File: config.mk
export PLATFORM = sky130hd
export DESIGN_NAME = control_unit
export DESIGN_NICKNAME = d
export VERILOG_FILES = /design/src/rtl/control_unit.sv
export SDC_FILE = /design/constraint.sdc
export NUM_CORES = 1
export LEC_CHECK = 0
export CAP_MARGIN = 20
export CORE_MARGIN = 1.5
export CORE_UTILIZATION = 44
export DETAILED_ROUTE_END_ITERATION = 8
export PLACE_DENSITY = 0.88
export SYNTH_ARGS = -nofsm -noshare
export SYNTH_HDL_FRONTEND = slang
export SYNTH_SLANG_ARGS = --single-unit
export TNS_END_PERCENT = 1
File: constraint.sdc
create_clock -name clk -period 2.3 [get_ports clk]
set_clock_uncertainty 0.2 [all_clocks]
set_input_delay 0.345 -clock clk [delete_from_list [all_inputs] [get_ports clk]]
set_output_delay 0.345 -clock clk [all_outputs]
set_load 0.1 [all_outputs]
File: src/rtl/control_unit.sv
// control_unit: two-state (RUN/HALT) instruction decoder and sequencer for a
// 16-bit datapath. Outputs are decoded combinationally; flags, illegal and icount are registered.
`default_nettype none

module control_unit #(
    parameter int CNT_W = 16
) (
    input  logic             clk,
    input  logic             reset,
    input  logic [5:0]       opcode,
    input  logic             zero,
    input  logic             carry,
    input  logic             go,
    output logic             s_skip,
    output logic             s_inc,
    output logic             s_inm,
    output logic             we,
    output logic [2:0]       ALUOp,
    output logic             halted,
    output logic             flag_z,
    output logic             flag_c,
    output logic             illegal,
    output logic [CNT_W-1:0] icount
);

    typedef enum logic [0:0] {
        RUN  = 1'b0,
        HALT = 1'b1
    } state_t;

    state_t           state_q;
    logic             flag_z_q;
    logic             flag_c_q;
    logic             illegal_q;
    logic [CNT_W-1:0] icount_q;
    logic [CNT_W-1:0] icount_d;

    logic             dec_alu;
    logic             dec_halt;
    logic             dec_illegal;

    always_comb begin
        we          = 1'b0;
        s_inm       = 1'b0;
        s_skip      = 1'b0;
        s_inc       = 1'b1;
        ALUOp       = 3'b000;
        dec_alu     = 1'b0;
        dec_halt    = 1'b0;
        dec_illegal = 1'b0;
        if (!reset) begin
            s_inc = 1'b1;
        end else if (state_q == HALT) begin
            s_inc = go;
        end else begin
            casez (opcode)
                6'b0?????: begin
                    dec_alu = 1'b1;
                    we      = 1'b1;
                    ALUOp   = opcode[4:2];
                end
                6'b1000??: begin
                    we    = 1'b1;
                    s_inm = 1'b1;
                end
                6'b110000: s_inc = 1'b0;
                6'b110001: s_inc = ~flag_z_q;
                6'b110010: s_inc = flag_z_q;
                6'b110011: s_inc = ~flag_c_q;
                6'b110100: s_inc = flag_c_q;
                6'b111000: s_skip = flag_z_q;
                6'b111001: s_skip = flag_c_q;
                6'b111110: s_inc = 1'b1;
                6'b111100: begin
                    s_inc    = 1'b0;
                    dec_halt = 1'b1;
                end
                default:   dec_illegal = 1'b1;
            endcase
        end
    end

    // Saturating retired-instruction count; only advances while running.
    assign icount_d = (&icount_q) ? icount_q : icount_q + {{(CNT_W-1){1'b0}}, 1'b1};

    always_ff @(posedge clk or negedge reset) begin
        if (!reset) begin
            state_q   <= RUN;
            flag_z_q  <= 1'b0;
            flag_c_q  <= 1'b0;
            illegal_q <= 1'b0;
            icount_q  <= '0;
        end else if (state_q == RUN) begin
            icount_q <= icount_d;
            if (dec_halt) begin
                state_q <= HALT;
            end
            if (dec_alu) begin
                flag_z_q <= zero;
                flag_c_q <= carry;
            end
            if (dec_illegal) begin
                illegal_q <= 1'b1;
            end
        end else if (go) begin
            state_q <= RUN;
        end
    end

    assign halted  = (state_q == HALT);
    assign flag_z  = flag_z_q;
    assign flag_c  = flag_c_q;
    assign illegal = illegal_q;
    assign icount  = icount_q;

endmodule

`default_nettype wire

### Yosys cells after proc, flatten, opt, wreduce, memory -nomap -nowiden

Index checks and enable logic that the tools add are counted.

* output and inout port bits: 27
* bits of input ports: 11
* register bits: 20

* bitwise logic cells: 5
* $add $sub $neg: 1
* mux-type cells: 27
* reductions and logical operators: 7
* eq/ne operators: 10

Operators with widths (count)
* 6-bit == test, second input constant: 9
* 1-bit two-way mux: 22
* 16-bit by 1-bit adder with 16-bit output, second input constant: 1
* 16-bit AND reduction: 1
* 11-bit OR reduction: 1
* 3-bit two-way mux: 3
* 2-bit AND reduction: 3
* 1-bit inverter: 5
* 1-bit case mux with 5 select lines: 1
* 4-bit == test, second input constant: 1
* 2-bit OR reduction: 2
* 1-bit case mux with 2 select lines: 1

### Depth between registers and ports, before layout

* word-level depth: 6
* gate-level depth with buffers: 5

### Worst setup path before layout

OpenSTA, ideal clock, no wires.

* kind: flip-flop to output port
* start point: register state_q, in the netlist halted
* end point: output port we
* buffers on the path: 0
* stages on the path, launching flop included: 5
* data required time: 1.755 ns
* arrival time: 4.858 ns
* slack: -3.103 ns
* cells stage by stage: dfrtp_1 > inv_1 > nand3_1 > nor4_1 > or2_2

* longest elaborated chain between the ends: 2

RTL lines
* start: declaration: line 31 `state_t state_q;`
* start signal: assignment: line 88 `state_q <= RUN;`
* start signal: assignment: line 96 `state_q <= HALT;`
* start signal: assignment: line 106 `state_q <= RUN;`
* 1-bit two-way mux: line 53 `end else if (state_q == HALT) begin`
* 1-bit two-way mux: line 51 `if (!reset) begin`
* end: declaration: line 17 `output logic we,`

No other way between the ends.

### Final worst setup path

* start point: input port opcode[5]
* end point: output port s_skip

* longest elaborated chain between the ends: 4
* elaborated cells on any way between the ends: 5
* those cells by class: 2 x eq/ne; 3 x mux

RTL lines
* start: declaration: line 10 `input logic [5:0] opcode,`
* 6-bit == test: line 56 `casez (opcode)`
* 1-bit case mux with 2 select lines (*): line 56
* 1-bit two-way mux (*): line 53
* 1-bit two-way mux (*): line 51
* end: declaration: line 14 `output logic s_skip,`

Mark *: on every way between the ends. The rest lies on a longest branch, timed or not.

==> flow_metrics.py <==
metrics = {
    "critical_path": {
        "crit_arrival_ns": 1.78,
        "end_kind": "output pin",
        "regToRegSetupSlack_ns": 0.31,
        "crit_fanout": 3,
        "crit_path_start_kind": "input pin",
        "crit_type": "in -> out",
        "critPathRequiredTime_ns": 1.75,
    },
    "place": {
        "port_buffers": 37,
        "dpl_cell_area_um2": 1690,
        "gp_congestion": 0.800,
        "dp_cells": 190,
        "hpwl_um": 2280,
    },
    "power": {
        "p_clk_share_pct": 10.8,
        "seqPwrFrac_pct": 32.2,
        "p_int_mw": 0.731,
        "power_density_nw_per_um2": 916,
        "ir_worst_vdd_uv": 779,
        "p_sw_mw": 0.887,
        "report.power.total_mw": 1.62,
        "swShare_pct": 54.8,
        "combPwrFrac_pct": 57.0,
        "power_leakage_nw": 0.813,
    },
    "timing": {
        "finalCritPeriodShare_pct": 101,
        "setup_ws_ns": -0.0287,
        "finalCriticalPeriod_ns": 2.33,
        "drv_slew": 0,
        "rsz0062_at_grt": "true",
        "timing.fmax_ghz": 0.429,
        "tightest_slew_ns": 0.402,
        "relSlewSlack_pct": 73.1,
        "setup_viol": 1,
        "hold_viol": 0,
    },
    "logic_synthesis": {
        "ys_seq_area_share_pct": 44.9,
        "async_flop_share_pct": 100,
        "synth-adder-area-share_pct": 1.12,
        "synth_cells": 111,
        "synth_edf_count": 0,
        "synth_compound_area_share_pct": 9.76,
        "synth.area.top_cells": "dfrtp_1 (45%), xnor2_1 (7.9%), nand3_1 (4.5%)",
        "yosys_warnings": 0,
        "synth_fp_nets": 123,
        "ys_ff_latch": 20,
        "netlist_area_um2": 1110,
        "synth_top_cell_by_area": "dfrtp_1",
        "synth_area_per_cell_um2": 10.0,
        "ys.flop_type": "dfrtp_1",
        "ys_types": 37,
        "muxShareOfSynthArea_pct": 6.29,
        "synth_xor_area_share_pct": 8.64,
        "synth_top_family_by_area": "simple AND/OR/NAND/NOR gates",
        "yosys.area_share.simple_pct": 26.9,
        "synth_top_area_share_pct": 44.9,
    },
    "clock_tree": {
        "cts_buffer_depth": 2,
        "cts_tree": "done",
        "clk_latency_ns": 0.30,
        "cts.sinks": 20,
        "clk_pin_slew_ns": 0.11,
        "htree_levels": 1,
        "cts_root_buffer": "clkbuf_4",
        "numCtsBuffers": 3,
    },
    "finish": {
        "area_delta_synth_final_pct": 58.5,
        "fin_area_um2": 1770,
        "drive_gt1_share_pct": 39.8,
        "nets": 179,
        "fillCellCount": 173,
        "fin_cells": 196,
        "num_antenna_cells": 0,
    },
    "floorplan": {
        "dieArea_um2": 2840,
        "ios": 38,
        "fp-row-count": 18,
        "initial_core_util_pct": 45.8,
        "die_h_um": 53.3,
        "core_um2": 2430,
        "die_x_um": 53.3,
    },
    "global_route": {
        "grt_overflow": 0,
        "grt.total_usage_pct": 23.3,
        "grt_antenna_before_repair": 0,
        "grt_pass1_wl_um": 4820,
        "grt_max_degree": 19,
        "first_global_vias": 1080,
    },
    "route": {
        "vias_per_cell": 5.55,
        "post_drt_wl_per_cell_um": 15.2,
        "drt-initial-drc-count": 5,
        "totalWireLength_um": 2980,
        "drcViolationCount": 0,
        "vias": 1088,
        "ant_nets": 0,
        "first_pass_iters": 4,
    },
    "run_status": {
        "status": "complete, but fails checks",
        "violations": "setup timing",
    },
    "job": {
        "cap_violations": 0,
    },
    "hold_path": {
        "holdCritPathClass": "in -> async",
    },
}
power groups by stage:
stage | Combinational, mW | Sequential [mW] | Clock, mW
2_1_floorplan | 0.198 | 1.00 | 0
3_3_place_gp | 0.900 | 0.515 | 0
3_5_place_dp | 0.911 | 0.521 | 0
4_1_cts | 0.921 | 0.514 | 0.179
5_1_grt | 0.958 | 0.535 | 0.191
6_report | 0.922 | 0.521 | 0.175
area by class of cell:
class / count / area, um^2 / share of cell area, %
flip-flops and latches: 20 / 505 / 28.6
well taps: 30 / 37.5 / 2.12
clock buffers: 4 / 26.3 / 1.49
inverters: 5 / 26.3 / 1.49
multi-input cells: 84 / 663 / 37.5
repair buffers: 53 / 508 / 28.8
registers in the layout, indices dropped and copies added (netlist names):
register / flops
flag_c: 1
flag_z: 1
halted: 1
icount: 16
illegal: 1
cells in the mapped netlist (2+ instances only):
cell type / instances
xnor2_1: 10
a211oi_1: 3
and4_1: 2
nor2_1: 4
a21o_1: 2
nand4_1: 3
a21oi_1: 3
dfrtp_1: 20
and3_1: 3
nand2_1: 12
mux2_2: 4
o21ai_0: 3
and2_1: 4
nand3_1: 10
inv_1: 5
clkbuf_1: 2
per-stage QoR:
stage	TNS [ns]	hold slack (ns)	setup slack [ns]	util [%]
after global routing	-0.117	0.0787	-0.0683	72.6
after floorplan	-2.50	-0.151	-0.638	-
final	-0.0287	0.0424	-0.0287	72.6
after detailed placement	-0.600	0.270	-0.395	69.6
after global placement	-0.282	0.268	-0.138	69.6
after CTS	-0.0711	0.0519	-0.0450	72.2
worst max-delay path, stage by stage:
cell and delay, ns:
clkdlybuf4s50_1 0.55, nand3_4 0.09, or3_4 0.39, a211oi_4 0.20
buf_12 0.21
cells in the final DEF, fill, tap and decap left out, types with 2 or more instances in the layout:
master / Yosys / layout
a21o_1: 2 / 2
a21oi_1: 3 / 3
and2_1: 4 / 4
and3_1: 3 / 3
and4_1: 2 / 2
buf_12: 0 / 7
buf_4: 0 / 35
clkbuf_4: 0 / 3
clkdlybuf4s50_1: 0 / 6
dfrtp_1: 20 / 18
dlygate4sd2_1: 0 / 4
inv_1: 5 / 4
mux2_2: 4 / 4
nand2_1: 12 / 12
nand3_1: 10 / 9
nand4_1: 3 / 3
nor2_1: 4 / 4
xnor2_1: 10 / 10
timing repair:
action	CTS	global route
gates cloned	0	0
hold buffers	1	0
resized for setup	11	2
buffers inserted	0	1
pin swaps	3	2
hold endpoints to repair	2	0
endpoints found under the setup margin	5	4
routing by layer:
| metal | track usage, % | part of all wire (%) | vias to the layer above |
|---|---|---|---|
| met5 | 0 | 0 | - |
| met4 | 7.26 | 1.6 | 0 |
| met3 | 7.91 | 7.6 | 9 |
| met2 | 42.4 | 50 | 45 |
| met1 | 25.0 | 40 | 523 |
| li1 | - | - | 511 |
worst paths after layout:
kind,start,endpoint,cells past startpoint
min in group clk,illegal$_DFFE_PN0P_,illegal$_DFFE_PN0P_,2
worst max register to register,icount[0]$_DFFE_PN0P_,icount[10]$_DFFE_PN0P_,5
worst min-delay path,reset,icount[3]$_DFFE_PN0P_,2
worst max-delay path,opcode[5],s_skip,5
worst min register to register,illegal$_DFFE_PN0P_,illegal$_DFFE_PN0P_,2
max in group asynchronous,reset,halted$_DFF_PN0_,3
cell families after synthesis:
group	Yosys count
flops	20
simple gates	50
fa+ha+maj	1
xor+xnor	11
compound gates	16
buf+inv	7
mux	6
Note: power is estimated with default switching activity, not from simulation.
